$ cat src/rtl/instr_encoder_loader.sv
//==============================================================================
// Module   : instr_encoder_loader
// Desc     : Packs symbolic instruction fields into 16-bit words, buffers them
//            in a FIFO and writes them to instruction memory through a
//            waitrequest-style write master. Optional macro: ENC_IMM_CHECK_EN.
// Revision : 1.0 - initial release
//==============================================================================
`default_nettype none

module instr_encoder_loader #(
    parameter int FIFO_DEPTH = 4,
    parameter int ADDR_W     = 16,
    parameter int ADDR_STEP  = 2
) (
    input  logic              clk,
    input  logic              reset,
    input  logic              start,
    input  logic [ADDR_W-1:0] base_addr,
    input  logic              finish,
    input  logic              in_valid,
    output logic              in_ready,
    input  logic [4:0]        in_op,
    input  logic [2:0]        in_rx,
    input  logic [2:0]        in_ry,
    input  logic [10:0]       in_imm,
    output logic [ADDR_W-1:0] mem_addr,
    output logic [15:0]       mem_wrdata,
    output logic              mem_write,
    input  logic              mem_waitrequest,
    output logic              busy,
    output logic              done,
    output logic              err_illegal,
    output logic [ADDR_W-1:0] words_written
`ifdef ENC_IMM_CHECK_EN
    ,
    output logic              err_imm
`endif
);

    localparam int PTR_W = (FIFO_DEPTH > 1) ? $clog2(FIFO_DEPTH) : 1;
    localparam int CNT_W = PTR_W + 1;

    localparam logic [1:0] S_IDLE  = 2'd0;
    localparam logic [1:0] S_RUN   = 2'd1;
    localparam logic [1:0] S_FLUSH = 2'd2;
    localparam logic [1:0] S_DONE  = 2'd3;

    logic [1:0]        state_q, state_d;
    logic [15:0]       fifo_q [FIFO_DEPTH];
    logic [PTR_W-1:0]  wr_ptr_q, wr_ptr_d, rd_ptr_q, rd_ptr_d;
    logic [CNT_W-1:0]  count_q, count_d;
    logic [ADDR_W-1:0] addr_q, addr_d, words_q, words_d;
    logic [15:0]       wdata_q, wdata_d;
    logic              write_q, write_d;
    logic              err_ill_q, err_ill_d;

    logic [15:0] enc_word;
    logic        op_legal;
    logic        imm_ok;
    logic        fifo_full, fifo_empty;
    logic        accept, push, pop, commit;

    always_comb begin
        enc_word = 16'h0000;
        case (in_op[4:3])
            2'b00:   enc_word = {5'b00000, in_ry, in_rx, in_op};
            2'b10:   enc_word = {in_imm[7:0], in_rx, in_op};
            2'b01:   enc_word = {8'h00, in_rx, in_op};
            default: enc_word = {in_imm[10:0], in_op};
        endcase
    end

    always_comb begin
        op_legal = 1'b0;
        case (in_op)
            5'b00000, 5'b00001, 5'b00010, 5'b00011, 5'b00100, 5'b00101,
            5'b10000, 5'b10001, 5'b10010, 5'b10011, 5'b10110,
            5'b01000, 5'b01001, 5'b01010, 5'b01100,
            5'b11000, 5'b11001, 5'b11010, 5'b11100: op_legal = 1'b1;
            default:                                op_legal = 1'b0;
        endcase
    end

`ifdef ENC_IMM_CHECK_EN
    // imm8 forms must not lose information; mvhi takes an unsigned byte
    always_comb begin
        imm_ok = 1'b1;
        if (in_op[4:3] == 2'b10) begin
            if (in_op == 5'b10110)
                imm_ok = (in_imm[10:8] == 3'b000);
            else
                imm_ok = (in_imm[10:8] == {3{in_imm[7]}});
        end
    end
`else
    assign imm_ok = 1'b1;
`endif

    assign fifo_full  = (count_q == CNT_W'(FIFO_DEPTH));
    assign fifo_empty = (count_q == '0);
    assign in_ready   = (state_q == S_RUN) && !fifo_full;
    assign accept     = in_valid && in_ready;
    assign push       = accept && op_legal && imm_ok;
    assign pop        = !fifo_empty && !write_q;
    assign commit     = write_q && !mem_waitrequest;

    always_comb begin
        state_d   = state_q;
        addr_d    = addr_q;
        words_d   = words_q;
        wdata_d   = wdata_q;
        write_d   = write_q;
        err_ill_d = err_ill_q;
        wr_ptr_d  = wr_ptr_q;
        rd_ptr_d  = rd_ptr_q;
        count_d   = count_q;
        case (state_q)
            S_IDLE: begin
                if (start) begin
                    state_d   = S_RUN;
                    addr_d    = base_addr;
                    words_d   = '0;
                    err_ill_d = 1'b0;
                end
            end
            S_RUN:   if (finish) state_d = S_FLUSH;
            S_FLUSH: if (fifo_empty && !write_q) state_d = S_DONE;
            default: state_d = S_IDLE;
        endcase
        if (commit) begin
            write_d = 1'b0;
            addr_d  = addr_q + ADDR_W'(ADDR_STEP);
            words_d = words_q + 1'b1;
        end
        if (pop) begin
            wdata_d  = fifo_q[rd_ptr_q];
            write_d  = 1'b1;
            rd_ptr_d = rd_ptr_q + 1'b1;
        end
        if (push) wr_ptr_d = wr_ptr_q + 1'b1;
        if (push && !pop)      count_d = count_q + 1'b1;
        else if (!push && pop) count_d = count_q - 1'b1;
        if (accept && !op_legal) err_ill_d = 1'b1;
    end

    always_ff @(posedge clk) begin
        if (reset) begin
            state_q   <= S_IDLE;
            addr_q    <= '0;
            words_q   <= '0;
            wdata_q   <= '0;
            write_q   <= 1'b0;
            err_ill_q <= 1'b0;
            wr_ptr_q  <= '0;
            rd_ptr_q  <= '0;
            count_q   <= '0;
        end else begin
            state_q   <= state_d;
            addr_q    <= addr_d;
            words_q   <= words_d;
            wdata_q   <= wdata_d;
            write_q   <= write_d;
            err_ill_q <= err_ill_d;
            wr_ptr_q  <= wr_ptr_d;
            rd_ptr_q  <= rd_ptr_d;
            count_q   <= count_d;
        end
    end

    // Storage needs no reset: the pointers and count define what is valid
    always_ff @(posedge clk) begin
        if (push) fifo_q[wr_ptr_q] <= enc_word;
    end

`ifdef ENC_IMM_CHECK_EN
    logic err_imm_q;
    always_ff @(posedge clk) begin
        if (reset)
            err_imm_q <= 1'b0;
        else if (state_q == S_IDLE && start)
            err_imm_q <= 1'b0;
        else if (accept && op_legal && !imm_ok)
            err_imm_q <= 1'b1;
    end
    assign err_imm = err_imm_q;
`endif

    assign mem_addr      = addr_q;
    assign mem_wrdata    = wdata_q;
    assign mem_write     = write_q;
    assign busy          = (state_q == S_RUN) || (state_q == S_FLUSH);
    assign done          = (state_q == S_DONE);
    assign err_illegal   = err_ill_q;
    assign words_written = words_q;

endmodule

`default_nettype wire

$ cat config.mk
export PLATFORM = sky130hd
export DESIGN_NAME = instr_encoder_loader
export DESIGN_NICKNAME = d
export VERILOG_FILES = /design/src/rtl/instr_encoder_loader.sv
export SDC_FILE = /design/constraint.sdc
export NUM_CORES = 1
export LEC_CHECK = 0
export ABC_AREA = 1
export BUFFER_PORTS_ARGS = -buffer_cell sky130_fd_sc_hd__clkbuf_2
export CORE_ASPECT_RATIO = 1.25
export CORE_MARGIN = 2
export CORE_UTILIZATION = 61
export CTS_CLUSTER_DIAMETER = 50
export DETAILED_ROUTE_END_ITERATION = 7
export PLACE_DENSITY = 0.95
export SETUP_SLACK_MARGIN = 0.02
export SLEW_MARGIN = 20
export SYNTH_ARGS = -nofsm -noshare
export SYNTH_HDL_FRONTEND = slang
export SYNTH_SLANG_ARGS = --single-unit
$ cat constraint.sdc
create_clock -name clk -period 3.29 [get_ports clk]
set_input_delay 0.329 -clock clk [delete_from_list [all_inputs] [get_ports clk]]
set_output_delay 0.329 -clock clk [all_outputs]
set_load 0.1 [all_outputs]
==> flow_summary.ini <==
[run_status]
status = completed

[routing]
ant_nets = 0
drtPass1Iterations = 5
drt_iter0_markers = 381
routed_wirelength_um = 14300
wl_per_cell_um = 15.75
drc = 0
vias = 5146
vias_per_cell = 5.667

[synthesis]
syn_avg_cell_area_sq_um = 8.559
syn-cell-area_sq_um = 5743
synth_top_cell_area_share_pct = 33.46
yosysWarningCount = 0
synth_fp_nets = 727
synth_most_common_cell = nand2_1
yosysSeqAreaShare_pct = 54.03
post_synth_most_frequent_cells = nand2_1, nor2_1, o21ai_0
yosysTopAreaCell = edfxtp_1
synth_ff_type = edfxtp_1
ys_types = 36
synth_edf_count = 64
syn_inst = 671
async_reset_ff_share_pct = 0
synth_area_leaders = edfxtp_1, dfxtp_1, nand2_1
synth-seq-cells = 123

[min_path]
min_path_type = in -> reg
min_to = fifo_q[2][0]
hold_depth = 1
worst_hold_startpoint = in_op[0]

[sta]
rsz0062_at_grt = no
finalSetupViolations = 0
relSlewSlack_pct = 37.16
fin_worst_hold_slack_ns = 0.1553
fin_tns_setup_ns = 0
max_freq_mhz = 427.9
final_max_slew_viol_count = 0
skew_ns = 0.005401
period_needed_ns = 2.337
fin_crit_sh_pct = 71.03
finalWorstSetupSlack_ns = 0.9531
final-hold-violation-count = 0
tightest_slew_ns = 0.9415

[finish]
insertedDiodeCount = 0
drive_gt1_share_pct = 19.87
design_area_sq_um = 6859
syn2layout_area_growth_pct = 19.43
num-nets-final = 828
num-fill-cells = 629
fin_cells = 908

[clock_network]
cts.sinks = 123
ctsResizeCount = 0
clock_latency_ns = 0.41
clk_pin_slew_ns = 0.06
numCtsBuffers = 17
post_cts.repair.setup_buffers = 0
cts_tree = built
htree_levels = 4
cts_root_buf = clkbuf_16
cts-hold-fix-buffers = 0
clock_path_buffers = 2

[critical_path]
endpoint_kind = flop
reg2reg_slack_ns = 0.95
r2r-start = count_q[0]
critPathArrivalTime_ns = 2.63
start_kind = flop
critPathRequiredTime_ns = 3.58
r2r-end = count_q[1]
critPathKind = reg -> reg
crit_fanout = 18
worst-r2r-cell-count = 8

[flow_run]
drv_cap = 0

[placement]
place_hpwl_um = 9429
place_inst = 876
io_buffers = 96
dpl-instance-area_sq_um = 6294
place_ws_ns = 0.8927
globalplace.congestion = 0.8601

[die]
ioPinCount = 97
die_h_um = 112.5
start_util_pct = 62.60
die_w_um = 90.79
core-area_sq_um = 9174
dieArea_sq_um = 10210
num_rows = 39

[global_route]
grt_use_total_pct = 28.10
overflow = 0
grt_pass1_wl_um = 22880
antenna_found_initial = 0
first_global_vias = 5041
grt_max_degree = 35

[power]
power.density_nw_per_um2 = 935.1
p_leak_nw = 2.824
max-vdd-ir-drop_mv = 0.8036
## flip-flops by register name (all words and copies together), names as in the netlist
register,count
fifo_q,64
mem_addr,16
mem_wrdata,16
words_written,16
count_q,3
rd_ptr_q,2
state_q,2
wr_ptr_q,2
err_illegal,1
mem_write,1
## metrics by stage
stage,utilization (%),power (W)
floorplan,-,0.004162
global placement,68.60,0.004531
detailed placement,68.60,0.004629
CTS,74.77,0.006402
global route,74.77,0.006674
finish,74.77,0.006414
## worst max-delay path by stage
stage | end | startpoint | depth (start not counted) | slack, ns
4_1_cts | fifo_q[3][5] | state_q[1] | 9 | 0.95
6_report | count_q[1] | count_q[0] | 8 | 0.95
3_3_place_gp | fifo_q[3][14] | in_op[3] | 8 | 1.01
2_1_floorplan | fifo_q[0][0] | state_q[1] | 8 | 0.24
3_5_place_dp | fifo_q[3][15] | in_op[3] | 8 | 0.89
5_1_grt | count_q[2] | count_q[0] | 11 | 0.75
## final cells by class
cell class	count	area, sq um	area share, %
sequential	123	3103	45.24
tap	123	153.9	2.244
inverter	78	295.3	4.305
multi-input combinational	451	2223	32.42
timing repair buffer	101	518.0	7.552
clock buffer	17	425.4	6.202
clock inverter	15	140.1	2.043
## per-layer routing
layer  GRT usage, %  up-vias  wire, um
li1               -     2443         -
met4          12.12        0       355
met1          31.85     2362      5199
met5              0        -         0
met2          51.00      299      7517
met3          6.040       42      1224
## report_power, final
part	switching, W	internal, W
registers	0.000204	0.00184
logic	0.00212	0.000488
clock network	0.000712	0.00105
## cells by family (layout without fill, tap and decap cells)
family                   after synthesis  after routing  synth area share [%]
AND/OR/NAND/NOR                      295            295                 22.33
flip-flops                           123            123                 54.03
XOR/XNOR                               1              1                0.1525
AO/OA/AOI/OAI                        143            143                 13.42
adder cells (fa/ha/maj)               12             12                 2.745
buffers and inverters                 97            211                 7.320
## placed cells by master, fill, tap and decap left out, types with 4 or more instances in the layout
cell type    n
dfxtp_1     59
inv_1       75
nor2_4       6
ha_1        11
o22ai_1     18
inv_6        5
clkbuf_16   17
o211ai_1     4
nand4_1      7
buf_4        5
edfxtp_1    64
nand2_1    118
nand2_2      5
a21oi_1     31
nor2_1     110
a31oi_1      6
clkbuf_2    96
nand3_1     36
clkinv_4     4
o21ai_0     78
## worst max-delay path, cell delays in order, from the launching register on
cell,delay (ns)
dfxtp_1,0.42
nor2_2,0.10
a21oi_4,0.42
inv_2,0.28
ha_1,0.26
inv_1,0.09
fa_1,0.41
o21ai_0,0.16
a21oi_1,0.08
No activity file was read; power rests on OpenSTA's default activity.
